===== src/rtl/uart_rx_fifo.sv =====
// UART receive buffer: frame handshake FSM feeding a circular FIFO popped by read_nic.
// Define UART_RX_FIFO_OVERWRITE_EN to keep the newest bytes (discard oldest) on overflow.
module uart_rx_fifo #(
  parameter int unsigned WORD_SIZE  = 8,
  parameter int unsigned DEPTH_LOG2 = 4
) (
  input  logic                  clk,
  input  logic                  rst,
  input  logic                  rx_valid,
  input  logic [WORD_SIZE-1:0]  rx_data,
  output logic                  rx_ack,
  input  logic                  read_nic,
  output logic [WORD_SIZE-1:0]  data_out,
  output logic                  read_nic_i,
  output logic [DEPTH_LOG2:0]   count,
  output logic                  overflow,
  input  logic                  clear_overflow
);

  localparam int unsigned          DEPTH    = 1 << DEPTH_LOG2;
  localparam logic [DEPTH_LOG2:0]  FULL_CNT = (DEPTH_LOG2 + 1)'(DEPTH);

  localparam logic [1:0] IDLE     = 2'd0;
  localparam logic [1:0] ACK      = 2'd1;
  localparam logic [1:0] WAIT_LOW = 2'd2;

  logic [WORD_SIZE-1:0]  mem_q [DEPTH];
  logic [1:0]            state_q, state_d;
  logic [DEPTH_LOG2-1:0] wr_ptr_q, wr_ptr_d;
  logic [DEPTH_LOG2-1:0] rd_ptr_q, rd_ptr_d;
  logic [DEPTH_LOG2:0]   count_q, count_d;
  logic [WORD_SIZE-1:0]  data_q, data_d;
  logic                  ack_q;
  logic                  rdy_q;
  logic                  ovf_q, ovf_d;

  logic push_req, pop_do, full, drop, push_do, discard;

  always_comb begin
    state_d = state_q;
    case (state_q)
      IDLE:     if (rx_valid) state_d = ACK;
      ACK:      state_d = WAIT_LOW;
      WAIT_LOW: if (!rx_valid) state_d = IDLE;
      default:  state_d = IDLE;
    endcase
  end

  assign push_req = (state_q == IDLE) && rx_valid;
  assign pop_do   = read_nic && (count_q != '0);
  assign full     = (count_q == FULL_CNT);
  assign drop     = push_req && full && !pop_do;

`ifdef UART_RX_FIFO_OVERWRITE_EN
  // Full without a pop: evict the oldest word so the newest one fits.
  assign push_do = push_req;
  assign discard = drop;
`else
  assign push_do = push_req && !drop;
  assign discard = 1'b0;
`endif

  always_comb begin
    wr_ptr_d = wr_ptr_q;
    rd_ptr_d = rd_ptr_q;
    data_d   = data_q;
    count_d  = count_q;
    ovf_d    = ovf_q;
    if (push_do) wr_ptr_d = wr_ptr_q + 1'b1;
    if (pop_do || discard) rd_ptr_d = rd_ptr_q + 1'b1;
    if (pop_do) data_d = mem_q[rd_ptr_q];
    if (push_do && !pop_do && !discard) count_d = count_q + 1'b1;
    else if (pop_do && !push_do)        count_d = count_q - 1'b1;
    if (clear_overflow) ovf_d = 1'b0;
    if (drop)           ovf_d = 1'b1;
  end

  always_ff @(posedge clk) begin
    if (!rst) begin
      state_q  <= IDLE;
      wr_ptr_q <= '0;
      rd_ptr_q <= '0;
      count_q  <= '0;
      data_q   <= '0;
      ack_q    <= 1'b0;
      rdy_q    <= 1'b0;
      ovf_q    <= 1'b0;
    end else begin
      state_q  <= state_d;
      wr_ptr_q <= wr_ptr_d;
      rd_ptr_q <= rd_ptr_d;
      count_q  <= count_d;
      data_q   <= data_d;
      ack_q    <= (state_d == ACK);
      rdy_q    <= (count_d != '0);
      ovf_q    <= ovf_d;
    end
  end

  always_ff @(posedge clk) begin
    if (rst && push_do) mem_q[wr_ptr_q] <= rx_data;
  end

  assign rx_ack     = ack_q;
  assign data_out   = data_q;
  assign read_nic_i = rdy_q;
  assign count      = count_q;
  assign overflow   = ovf_q;

endmodule


===== config.mk =====
export PLATFORM = sky130hd
export DESIGN_NAME = uart_rx_fifo
export DESIGN_NICKNAME = d
export VERILOG_FILES = /design/src/rtl/uart_rx_fifo.sv
export SDC_FILE = /design/constraint.sdc
export NUM_CORES = 1
export LEC_CHECK = 0
export CORE_UTILIZATION = 54
export DETAILED_ROUTE_END_ITERATION = 8
export PLACE_DENSITY = 0.75
export SYNTH_ARGS = -nofsm -noshare
export SYNTH_HDL_FRONTEND = slang
export SYNTH_SLANG_ARGS = --single-unit

===== constraint.sdc =====
create_clock -name clk -period 2.2 [get_ports clk]
set_input_delay 0.44 -clock clk [delete_from_list [all_inputs] [get_ports clk]]
set_output_delay 0.44 -clock clk [all_outputs]
set_load 0.02 [all_outputs]

Word-level counts from Yosys, hierarchy flattened
Memories as Yosys holds them, arrays and structs flattened. A register that Yosys moved wholly into a read port is not among the register bits.
Cells that the tools add are included.
Widths: inputs -> output; s select.

word-level totals
  input bits = 13
  bits in writable memories = 128
  output and inout bits = 16
  flip-flop bits (word level) = 18
  logic and storage cells = 41
  memories kept = 1

memories
  memory  depth  bits a word  read ports  clocked after Yosys merged registers in  write ports  RTL line  RTL
  mem_q   16     8            1           1                                        1            27        logic [WORD_SIZE-1:0] mem_q [DEPTH];

cells by class
  $add $sub $neg = 4
  equal/unequal tests = 4
  reductions and logical operators = 16
  mux-type cells = 9

operator list
  kind                 number
  $mux 5               2
  $reduce_bool 5->1    2
  $add 4x1->4 const B  2
  $logic_and 1x1->1    8
  $pmux 2 s3           1
  $add 5x1->5 const B  1
  $eq 5x5->1 const B   1
  $sub 5x1->5 const B  1
  $eq 2x1->1 const B   2
  $logic_not 1->1      4
  $mux 1               4
  $mux 2               2
  $eq 2x2->1 const B   1
  $logic_not 2->1      1
  $reduce_bool 2->1    1

Longest topological paths before layout
  word-level depth = 11
  gate-level depth with buffers = 8
  depth with buffers taken out = 7

Worst setup path after synthesis
Ideal clock, no wire load.

  path type = flip-flop to flip-flop
  start = reg count_q[0] (netlist: count[0])
  end = mem mem_q[3][0] (enable)
  arrival time = 1970 ps
  stages on the path, launching flop included = 8
  slack = -154 ps
  setup time = 383 ps
  path buffers = 0
  required time = 1817 ps
  period minus slack after synthesis = 2354 ps
  cell sequence = dfxtp_1 > inv_1 > ha_1 > nor3b_1 > nand2_1 > and2_1 > nand2_1 > nor3_1

on the way
  word-level cells in the longest chain between the ends = 9
  elaborated cells on any way between the ends = 11
  those cells by class = 1 x eq/ne; 2 x mux; 8 x reduce/logical

ends and longest elaborated chain
  what                              RTL line  RTL
  start, declared                   31        logic [DEPTH_LOG2:0] count_q, count_d;
  start signal, assigned            92        count_q <= count_d;
  $reduce_bool 5->1                 50        assign pop_do = read_nic && (count_q != '0);
  $logic_and 1x1->1                 50
  $logic_not 1->1                   52        assign drop = push_req && full && !pop_do;
  $logic_and 1x1->1 (*)             52
  $logic_not 1->1 (*)               59        assign push_do = push_req && !drop;
  $logic_and 1x1->1 (*)             59
  $logic_and 1x1->1 (*)             101       if (rst && push_do) mem_q[wr_ptr_q] <= rx_data;
  $mux 1 (*)                        101
  $mux 1 (not written as such) (*)  101
  end, declared                     27

Every way passes the cells marked *; elsewhere a longest branch is shown, timed or not.

Worst setup path in the final report
  start = reg count_q[1] (netlist: count[1])
  end = reg rdy_q (netlist: read_nic_i)

on the way
  word-level cells in the longest chain between the ends = 11
  elaborated cells on any way between the ends = 16
  those cells by class = 2 x add/sub; 1 x eq/ne; 2 x mux; 11 x reduce/logical

ends and longest elaborated chain
  what                   RTL line  RTL
  $reduce_bool 5->1      50
  $logic_and 1x1->1      50
  $logic_not 1->1        52, 72
  $logic_and 1x1->1      52
  $logic_not 1->1        59
  $logic_and 1x1->1      59
  $logic_not 1->1        73        else if (pop_do && !push_do) count_d = count_q - 1'b1;
  $logic_and 1x1->1      73
  $mux 5                 73
  $mux 5 (*)             72        if (push_do && !pop_do && !discard) count_d = count_q + 1'b1;
  $reduce_bool 5->1 (*)  95        rdy_q <= (count_d != '0);
  end signal, assigned   95
  end, declared          34        logic rdy_q;

Marked as above.
A chain may end at the register's enable or synchronous reset.

==> qor.csv <==
stage;metric;value;unit
timing;clock skew;4.88;ps
routing;Final Routed Wirelength;11500;um
timing;RSZ-0062 raised after global routing;false;
routing;DRT antenna net count;0;
finish;FF+latch area;0.00437;sq mm
timing;Worst Tran Pin Value;692;ps
place;Port Buffer Count;28;
power;Power Density;1090;mW/mm^2
hold_path;Min-Delay Startpoint;data_out[3];
routing;1st-iter DRT viols;216;
timing;Slew Limit Fails;0;
floorplanning;die width;108;um
floorplanning;core area;0.0109;sq mm
finish;share of cells above drive strength 1;25.2;%
finish;Nets;429;
clock_tree;later-pin clock latency in the skew report;420;ps
timing;Setup violations, final;0;
routing;1st-pass router iterations;4;
timing;slew margin rel.;53.7;%
yosys;Syn Nets;365;
global_routing;global-route wire length before repair;17900;um
yosys;Cell Area, Synth;0.00609;sq mm
clock_tree;Root Driver;clkbuf_16;
floorplanning;Die Y;108;um
run_status;status;complete, no violations;
critical_path;critical path type;register to register;
job;MaxCap Viol Count;0;
clock_tree;Worst-path clk slew;60;ps
timing;top achievable clock speed;474;MHz
global_routing;All-Layer GR Usage;22.2;%
floorplanning;Ports;29;
yosys;Syn Area/Cell;17.7;sq um
global_routing;initial antenna violation count;0;
routing;routed vias;3232;
power;Max rail drop VDD;1.26;mV
routing;drt wl/cell;20.5;um
finish;area of the multi-input gates;0.00164;sq mm
timing;total negative slack;0;ps
critical_path;CP startpoint kind;register;
timing;fin crit period;2110;ps
critical_path;Critical Path RT;2500;ps
critical_path;reg-to-reg startpoint;count[1];
yosys;Mapped Cells;345;
timing;setup slack after layout;89.0;ps
place;Post-Place Setup Slack;-103;ps
routing;Via density;5.76;
floorplanning;die area;0.0117;sq mm
clock_tree;clk buf depth;2;
floorplanning;initial core utilization;55.7;%
power;Pleak;2.43;nW
global_routing;Overflow after GRT;0;
routing;Post-route DRC;0;
finish;area delta synth->final;20.5;%
global_routing;vias in the first global route;3339;
timing;Hold Fails Final Rpt;0;
global_routing;largest net degree at the start of global routing;27;
floorplanning;Rows;38;
place;gp weighted congestion;0.802;
finish;fillers;773;
yosys;Ys Warns;0;
critical_path;R2R Setup Slk;90;ps
clock_tree;CTS tree;built;
clock_tree;# hold bufs at CTS;0;
clock_tree;H-tree Lvls;4;
hold_path;hold crit path type;register to register;
yosys;Yosys reg bits;154;
finish;Layout Utilization;67.1;%
place;DP Area;0.00676;sq mm
critical_path;crit-path max FO;6;
clock_tree;clock buffer count from CTS;17;
critical_path;Critical Path AT;2410;ps
timing;Final Cycle Share;96.0;%
critical_path;Worst setup EP type;register;
power;Total Power Consumption;0.00797;W
place;Detailed Place HPWL;7300;um
yosys;register area share after synthesis;71.7;%
finish;Final Cell Area;0.00734;sq mm
clock_tree;clk sinks;154;
yosys;synth unique cells;40;
finish;# diodes;0;
critical_path;critical path startpoint;count[1];
power by group:
part           switching [W]  internal, W  total, W
combinational       0.000876     0.000999   0.00188
clock                0.00108      0.00165   0.00273
sequential         0.0000775      0.00329   0.00336
total                0.00204      0.00593   0.00797
timing repair:
| item | 4_1_cts | 5_1_grt |
|---|---|---|
| endpoints found under the setup margin | 0 | 9 |
| resized for setup | 0 | 1 |
| setup buffers | 0 | 2 |
routing by layer:
metal | part of all wire [%] | global-route usage, % | vias up | routed length, um
met5 | 0 | 0 | - | 0
met4 | 2.4 | 10.7 | 0 | 274
met3 | 3.4 | 5.85 | 22 | 395
met2 | 51 | 36.4 | 66 | 5890
met1 | 43 | 27.6 | 1649 | 4930
li1 | - | - | 1495 | -
cell families after synthesis:
group           after synthesis  synth area share, %
buf+inv                      23                 1.77
fa+ha+maj                     7                 1.44
flops                       154                 71.7
simple gates                 79                 7.05
xor+xnor                      9                 1.29
mux                          34                 12.2
compound gates               39                 4.64
synth_stat cells:
cell type	number	area, sq um
buf_1	4	15.0
a22oi_1	1	7.51
a211oi_1	1	7.51
o21a_1	2	15.0
nand2b_1	2	12.5
or3b_1	1	8.76
buf_6	2	22.5
a221oi_1	8	70.1
nor3b_1	1	7.51
a311oi_1	1	8.76
nand3_1	10	50.1
inv_1	6	22.5
nor2b_1	7	43.8
or4bb_1	1	11.3
dfxtp_1	26	521
or4b_4	1	13.8
a21oi_1	5	25.0
nor3_1	4	20.0
nor3b_2	1	12.5
o22ai_1	2	12.5
ha_1	7	87.6
and3_1	1	6.26
nand4_1	4	25.0
xor2_1	3	26.3
and2_1	15	93.8
nand2_1	13	48.8
o21ai_1	8	40.0
mux2i_1	2	20.0
mux4_2	32	721
a21boi_0	1	7.51
and2_4	1	8.76
o211ai_1	1	7.51
a22o_1	8	70.1
or3_1	1	6.26
buf_2	5	25.0
o41a_1	1	11.3
xnor2_1	6	52.6
edfxtp_1	128	3840
nor2_1	16	60.1
clkbuf_1	6	22.5
sequential cells by signal, summed over array words and instances (netlist names):
| name | flops |
|---|---|
| mem_q | 128 |
| data_out | 8 |
| count | 5 |
| rd_ptr_q | 4 |
| wr_ptr_q | 4 |
| state_q | 2 |
| overflow | 1 |
| read_nic_i | 1 |
| rx_ack | 1 |
cell usage in the layout (no fill, tap or decap), drive strengths merged, types with 2 or more instances in the layout:
cell type and n:
a21oi 5, a221oi 8, a22o 8, and2 16
buf 34, bufinv 2, clkbuf 18, clkdlybuf4s50 28
clkinv 7, clkinvlp 3, dfxtp 26, edfxtp 128
ha 7, inv 7, mux2i 2, mux4 32
nand2 13, nand2b 2, nand3 10, nand4 4
nor2 16, nor2b 7, nor3 4, nor3b 2
o21a 2, o21ai 8, o22ai 2, xnor2 6
xor2 3
metrics by stage:
stage	hold slack, ps	std cells
after floorplan	539	345
after global placement	449	528
after detailed placement	458	528
after CTS	466	559
after global routing	480	561
final	462	561
final timing paths:
| kind | end | depth (start not counted) |
|---|---|---|
| setup / recovery | read_nic_i | 7 |
| hold / removal | data_out[3] | 2 |
| hold reg to reg | data_out[3] | 2 |
| setup reg to reg | read_nic_i | 7 |
critical path: stages (launching register included):
cell,delay [ps]
dfxtp_2,340
inv_1,80
ha_2,190
or4b_4,490
and2_4,170
o21a_1,190
xnor2_1,140
o41a_1,400
final cells by class:
class	instances	area share [%]
Tap cell	140	2.39
Clock buffer	18	5.85
Sequential cell	154	59.5
Inverter	6	0.307
Timing Repair Buffer	62	7.81
Clock inverter	13	1.76
Multi-Input combinational cell	168	22.4
(Power assumes the default switching activity.)
